<file path="config.mk">
export PLATFORM = sky130hd
export DESIGN_NAME = seg7_scan_driver
export DESIGN_NICKNAME = d
export VERILOG_FILES = /design/src/rtl/seg7_scan_driver.sv
export SDC_FILE = /design/constraint.sdc
export NUM_CORES = 1
export LEC_CHECK = 0
export BUFFER_PORTS_ARGS = -buffer_cell sky130_fd_sc_hd__buf_2
export CAP_MARGIN = 30
export CORE_MARGIN = 10
export CORE_UTILIZATION = 30
export DETAILED_ROUTE_END_ITERATION = 7
export PLACE_DENSITY = 0.59
export SETUP_SLACK_MARGIN = 0.15
export SYNTH_ARGS = -nofsm -noshare
export SYNTH_HDL_FRONTEND = slang
export SYNTH_SLANG_ARGS = --single-unit
</file>
<file path="constraint.sdc">
create_clock -name clock -period 9.7 [get_ports clock]
set_input_delay 0.485 -clock clock [delete_from_list [all_inputs] [get_ports clock]]
set_output_delay 0.485 -clock clock [all_outputs]
set_load 0.05 [all_outputs]
</file>
<file path="src/rtl/seg7_scan_driver.sv">
// seg7_scan_driver: time-multiplexed driver for an eight-digit common-anode
// seven-segment display. The eight character words are snapshotted once per
// frame. Each digit slot opens with a guard interval that has all anodes off,
// which prevents ghosting between digits.
// Optional feature: define SEG7_BLINK_EN to add the blink port and the frame
// counter that blanks the anodes on alternate blink half-periods.
module seg7_scan_driver #(
    parameter int unsigned DIV          = 100000,
    parameter int unsigned GUARD        = 2000,
    parameter int unsigned BLINK_FRAMES = 64
) (
    input  logic       clock,
    input  logic       reset,
    input  logic [6:0] d1,
    input  logic [6:0] d2,
    input  logic [6:0] d3,
    input  logic [6:0] d4,
    input  logic [6:0] d5,
    input  logic [6:0] d6,
    input  logic [6:0] d7,
    input  logic [6:0] d8,
`ifdef SEG7_BLINK_EN
    input  logic       blink,
`endif
    output logic [7:0] an,
    output logic [6:0] seg,
    output logic       dp
);

    localparam int unsigned CW = (DIV > 1) ? $clog2(DIV) : 1;

    logic [CW-1:0] slot_cnt;
    logic [2:0]    idx;
    logic [6:0]    snap [8];
    logic [6:0]    din  [8];
    logic          frame_start;
    logic          slot_last;
    logic [6:0]    cur_word;
    logic [7:0]    an_next;
    logic [6:0]    seg_next;
    logic          dp_next;

    assign din[0] = d1;
    assign din[1] = d2;
    assign din[2] = d3;
    assign din[3] = d4;
    assign din[4] = d5;
    assign din[5] = d6;
    assign din[6] = d7;
    assign din[7] = d8;

    assign frame_start = (slot_cnt == '0) && (idx == 3'd0);
    assign slot_last   = (slot_cnt == CW'(DIV - 1));

    // At the frame start the snapshot is being loaded this very edge, so digit 0
    // is decoded straight from its input. That puts d1 on seg one cycle after release.
    assign cur_word = frame_start ? d1 : snap[idx];

    // Character code to cathode pattern {g,f,e,d,c,b,a}, active-low.
    function automatic logic [6:0] decode(input logic [4:0] code);
        logic [6:0] pat;
        case (code)
            5'h00:   pat = 7'b1000000;
            5'h01:   pat = 7'b1111001;
            5'h02:   pat = 7'b0100100;
            5'h03:   pat = 7'b0110000;
            5'h04:   pat = 7'b0011001;
            5'h05:   pat = 7'b1100001;
            5'h06:   pat = 7'b0010010;
            5'h07:   pat = 7'b0000110;
            5'h08:   pat = 7'b0000111;
            5'h09:   pat = 7'b1000001;
            5'h0A:   pat = 7'b0001100;
            5'h0B:   pat = 7'b0000011;
            5'h0C:   pat = 7'b1000110;
            5'h0D:   pat = 7'b1000111;
            5'h0E:   pat = 7'b0010001;
            5'h0F:   pat = 7'b1000010;
            5'h11:   pat = 7'b0111111;
            default: pat = 7'b1111111;
        endcase
        return pat;
    endfunction

`ifdef SEG7_BLINK_EN
    localparam int unsigned FW = (BLINK_FRAMES > 0) ? $clog2(2 * BLINK_FRAMES) : 1;

    logic [FW-1:0] frame_cnt;

    // Frame counter for blinking. It is held at 0 while blink is low, so a blink
    // request always starts with the visible half.
    always_ff @(posedge clock) begin
        if (!reset || !blink) begin
            frame_cnt <= '0;
        end else if (slot_last && (idx == 3'd7)) begin
            frame_cnt <= (frame_cnt == FW'(2 * BLINK_FRAMES - 1)) ? '0 : frame_cnt + FW'(1);
        end
    end
`else
    logic unused_blink_frames;
    assign unused_blink_frames = (BLINK_FRAMES != 0);
`endif

    // Slot and digit counters. idx advances each time slot_cnt wraps.
    always_ff @(posedge clock) begin
        if (!reset) begin
            slot_cnt <= '0;
            idx      <= 3'd0;
        end else if (slot_last) begin
            slot_cnt <= '0;
            idx      <= idx + 3'd1;
        end else begin
            slot_cnt <= slot_cnt + CW'(1);
        end
    end

    // Load the snapshot once per frame so that no frame shows mixed input states.
    always_ff @(posedge clock) begin
        if (!reset) begin
            for (int i = 0; i < 8; i++) snap[i] <= 7'd0;
        end else if (frame_start) begin
            for (int i = 0; i < 8; i++) snap[i] <= din[i];
        end
    end

    // Next-state values for the output registers: guard/drive phase and digit decode.
    always_comb begin
        an_next  = 8'hFF;
        seg_next = 7'h7F;
        dp_next  = 1'b1;
        if (slot_cnt >= CW'(GUARD)) begin
            an_next = ~(8'b1 << idx);
        end
`ifdef SEG7_BLINK_EN
        if (blink && (frame_cnt >= FW'(BLINK_FRAMES))) begin
            an_next = 8'hFF;
        end
`endif
        if (cur_word[6]) begin
            seg_next = decode(cur_word[5:1]);
            dp_next  = cur_word[0];
        end
    end

    // Registered outputs. Reset puts the display dark.
    always_ff @(posedge clock) begin
        if (!reset) begin
            an  <= 8'hFF;
            seg <= 7'h7F;
            dp  <= 1'b1;
        end else begin
            an  <= an_next;
            seg <= seg_next;
            dp  <= dp_next;
        end
    end

endmodule
</file>
-- After elaboration in Yosys (flattened, before gate mapping)
Memory sizes are Yosys's and may differ from the RTL's. A register that Yosys moved wholly into a read port is not among the register bits.
Index checks and enable logic that the tools add are counted.
- RAM bits: 56
- input port bits: 58
- memory bits (read-only): 224
- memories kept: 2
- register bits: 29
- output and inout port bits: 16
- memories (name ; words ; width ; read ports ; clocked after Yosys merged registers in ; wr ports ; line ; RTL):
    (name not given) ; 32 ; 7 ; 1 ; 1 ; 0 ; 62 ; case (code)
    snap ; 8 ; 7 ; 1 ; 1 ; 8 ; 34 ; logic [6:0] snap [8];
- shift operators: 1
- bitwise operators: 10
- magnitude comparators: 1
- equality and inequality tests: 1
- multiplexer cells: 15
- $add $sub $neg: 2
- reduce and logical (&&, ||, !) cells: 7
- operator list (cell ; count):
    2-to-1 mux 7 bit ; 9
    adder 17 x 1 -> 17 bit, second input constant ; 1
    == test 17 bit, second input constant ; 1
    >= comparator 17 x 11 -> 1 bit, second input constant ; 1
    zero test 17 bit ; 1
    NOT 8 bit ; 1
    OR 1 bit ; 8
    << shifter 1 x 3 -> 8 bit, first input constant ; 1
    2-to-1 mux 3 bit ; 2
    2-to-1 mux 1 bit ; 4
    AND reduction 2 bit ; 2
    adder 3 x 1 -> 3 bit, second input constant ; 1
    zero test 3 bit ; 1
    OR reduction 2 bit ; 1
    logical AND 1 bit ; 1
    zero test 1 bit ; 1
    NOT 1 bit ; 1

-- Longest topological paths before layout
- depth after elaboration: 6
- gate-level depth with buffers: 13
- mapped depth without buffers: 12

-- Worst setup path before layout
Ideal clock, no wire load.
- path kind: register -> register
- start point: register slot_cnt[13]
- end point: memory snap[0][0] (enable)
- setup slack: 6.468 ns
- clock period less this slack: 3.232 ns
- required time: 9.285 ns
- library setup time: 0.415 ns
- stages on the path, launching flop included: 6
- arrival time: 2.817 ns
- path through: dfxtp_1 > or4_1 > or3_1 > or2_2 > clkbuf_2 > nand2_1
- RTL lines (item ; line ; RTL):
    start: declaration ; 32 ; logic [CW-1:0] slot_cnt;
    start signal: assignment ; 113 ; slot_cnt <= slot_cnt + CW'(1);
    end: declaration ; 34 ;

-- Worst setup path after layout
- start point: register slot_cnt[13]
- end point: register seg[6]
- word-level cells in the longest chain between the ends: 5
- RTL lines (item ; line ; RTL):
    zero test 17 bit (*) ; 52 ; assign frame_start = (slot_cnt == '0) && (idx == 3'd0);
    logical AND 1 bit (*) ; 52 ;
    2-to-1 mux 7 bit (*) ; 57 ; assign cur_word = frame_start ? d1 : snap[idx];
    AND reduction 2 bit (no line) ; n/a ;
    zero test 1 bit (no line) ; n/a ;
    end: declaration ; 26 ; output logic [6:0] seg,
Mark *: on every way between the ends. The rest lies on a longest branch, timed or not.
A chain may end at the register's enable or synchronous reset.

==> summary.md <==
| Metric | Value |
|---|---|
| Initial core utilization | `a little under a third` |
| Tcrit/Tclk final | `around 33%` |
| EDFF count, synth | `between 50 and 60` |
| Critical path's largest stage delay | `between 0.5 and 0.6 ns` |
| First-pass GRT wire length | `~16 mm` |
| Setup crit end kind | `flip-flop` |
| Core area | `between 0.01 and 0.015 mm²` |
| Hold WC Path Type | `in2reg` |
| CTS resizes | `0` |
| Gp weighted congestion | `just over 0.9` |
| Setup Fix Bufs, Post-CTS | `0` |
| Total gr overflow | `0` |
| Crit Path Class | `reg2reg` |
| HPWL after DPL | `about 7.3 mm` |
| Final Routed Wirelength | `9.90 mm` |
| Power Total | `965 µW` |
| Inserted Clock Buffers | `9` |
| Final core occ | `a little under two fifths` |
| # port buffers | `between 70 and 80` |
| Top area cells in the synthesized netlist | `edfxtp_1 (39%), dfxtp_1 (18%), mux4_2 (7.3%)` |
| Startpoint types | `flip-flop` |
| Synthesized Nets | `about 430` |
| Final Hold Viols | `0` |
| Worst slew pin tran | `0.875 ns` |
| Mean post-synth cell area | `12.2 µm²` |
| Hold_buf cts | `0` |
| Drt pass-1 iters | `4` |
| Peak VDD IR | `approximately 0.08 mV` |
| Largest net degree at the start of global routing | `65` |
| Pwr Density | `188 mW/mm²` |
| Final ANT Viol Nets | `0` |
| Max Clock Freq | `slightly above 0.3 GHz` |
| Ys async rst share | `0%` |
| Nets | `491` |
| Root buffer cell | `clkbuf_16` |
| Arrival time of the worst setup path | `3.47 ns` |
| Cell variety after synth | `a little over 40` |
| Worst-path maximum fanout | `11` |
| Shortest period the worst path allows | `~3.2 ns` |
| Proportion of layout cells with a drive suffix above 1 | `approximately a quarter` |
| Synth-to-layout area growth | `18.7%` |
| Relative slew slack | `between 40% and 50%` |
| I/O Pins | `74` |
| Fin. max-slew vios | `0` |
| Pre-CTS setup slack | `6.54 ns` |
| WP data required | `9.93 ns` |
| Routed len/inst | `16.3 µm` |
| Width of the die | `140 µm` |
| Synthesized cell area | `0.00433 mm²` |
| Crit-path slowest cell | `or4_1` |
| Die height | `~140 µm` |
| RSZ-0062 raised after global routing | `no` |
| Clk pin slew, worst setup/hold paths | `around 0.070 ns` |
| Commonest cells post-synth | `edfxtp_1 (56), and3_1 (42), dfxtp_1 (39)` |
| CP cell instances | `or4_1, or3_1, or2_2, o21a_1, inv_1, ha_1, o21ai_0, o21bai_1, a221o_1` |
| Register area share after synthesis | `56.9%` |
| Tot GR Track Use | `between 10% and 20%` |
| Starting DRT DRC Count | `roughly 280` |
| Final setup viols | `0` |
| CTS tree | `done` |
| Die area | `about 0.020 mm²` |
| Number of global-route vias before repair | `approximately 3,000` |
| Leakage | `a little over 0.002 µW` |
| Drc violations | `0` |
| Top-count cell post-synth | `edfxtp_1` |
| #FFs+latches synth | `95` |
| H-tree depth | `3` |
| Clk Latency, worst-skew pair | `0.34 ns` |
| Post-route setup slack | `around 6.5 ns` |
| Vias per cell | `between 4 and 5` |
| Ys flop type | `edfxtp_1` |
| Routed vias | `around 2,900` |
| Cells after synthesis | `around 360` |
| Clock sink count | `95` |
| Worst Skew | `about 0.0088 ns` |
| Outcome | `completed` |
| Max clock buf depth | `2` |
| Yosys top cell by area | `edfxtp_1` |
| FP Rows | `43` |
| Final setup TNS | `0 ns` |
| Synth warn | `0` |
| Yosys top cell area share | `around two fifths` |
| Max_cap viols | `0` |
| Initial antenna violation count | `0` |
==> logic make-up after synthesis <==
group / after synthesis / synth area share (%)
compound gates: 32 / 4.74
xor+xnor: 15 / 3.04
fa+ha+maj: 13 / 3.76
buf+inv: 31 / 3.12
flops: 95 / 56.9
mux: 26 / 10.1
simple gates: 143 / 18.3
==> path summary, 6_finish.rpt <==
path | from | slack [ns] | cells after the start | endpoint
setup / recovery | slot_cnt[13] | 6.46 | 9 | seg[6]
hold / removal | d7[3] | 0.42 | 2 | snap[6][3]
setup reg to reg | slot_cnt[13] | 6.46 | 9 | seg[6]
hold reg to reg | slot_cnt[0] | 0.48 | 1 | slot_cnt[0]
==> layout by cell type (no fill, tap or decap), drive strengths merged, types with 12 or more instances in the layout <==
master | Yosys | routed
buf | 4 | 74
edfxtp | 56 | 56
and3 | 42 | 42
dfxtp | 39 | 39
nor2 | 26 | 26
and2 | 19 | 19
nand2 | 16 | 16
mux4 | 14 | 14
ha | 13 | 13
inv | 11 | 13
nand3 | 12 | 12
==> where the power goes <==
part	switching (µW)	internal, µW
Combinational	84.7	51.9
Clock	148	202
Sequential	10.4	468
==> registers in the layout, indices dropped and copies added, names as in the netlist, named ones only <==
signal    flops
dp            1
an            8
seg           7
idx           3
slot_cnt     17
snap         56
==> final cells by class <==
class / count / area (µm²)
diodes: 1 / 2.50
clock buffers: 10 / 229
clock inverters: 6 / 68.8
fillers: 1362 / 8850
inverters: 11 / 41.3
multi-input cells: 229 / 1730
flip-flops and latches: 95 / 2460
well taps: 180 / 225
repair buffers: 74 / 373
==> critical path: cells and delay by family, from the launching register on <==
kind	cells	cell delay, ns
buffers and inverters	1	0.20
flip-flops	1	0.35
AO/OA/AOI/OAI	4	0.95
AND/OR/NAND/NOR	3	1.42
adder cells (fa/ha/maj)	1	0.20
==> metal layers <==
layer	vias to the layer above	global-route usage (%)	share of wire [%]
li1	1420	-	-
met3	7	3.79	5.4
met2	71	16.2	48
met1	1396	12.0	45
met5	-	0	0
met4	0	3.64	1.5
==> through the flow <==
step                hold slack, ns  cells  cell area [µm²]
finish                       0.422    606             5130
global route                 0.424    605             5130
CTS                          0.419    605             5130
detailed placement           0.463    589             4830
global placement             0.455    589             4830
floorplan                    0.434    355             4330
Note: power is estimated with default switching activity, not from simulation.
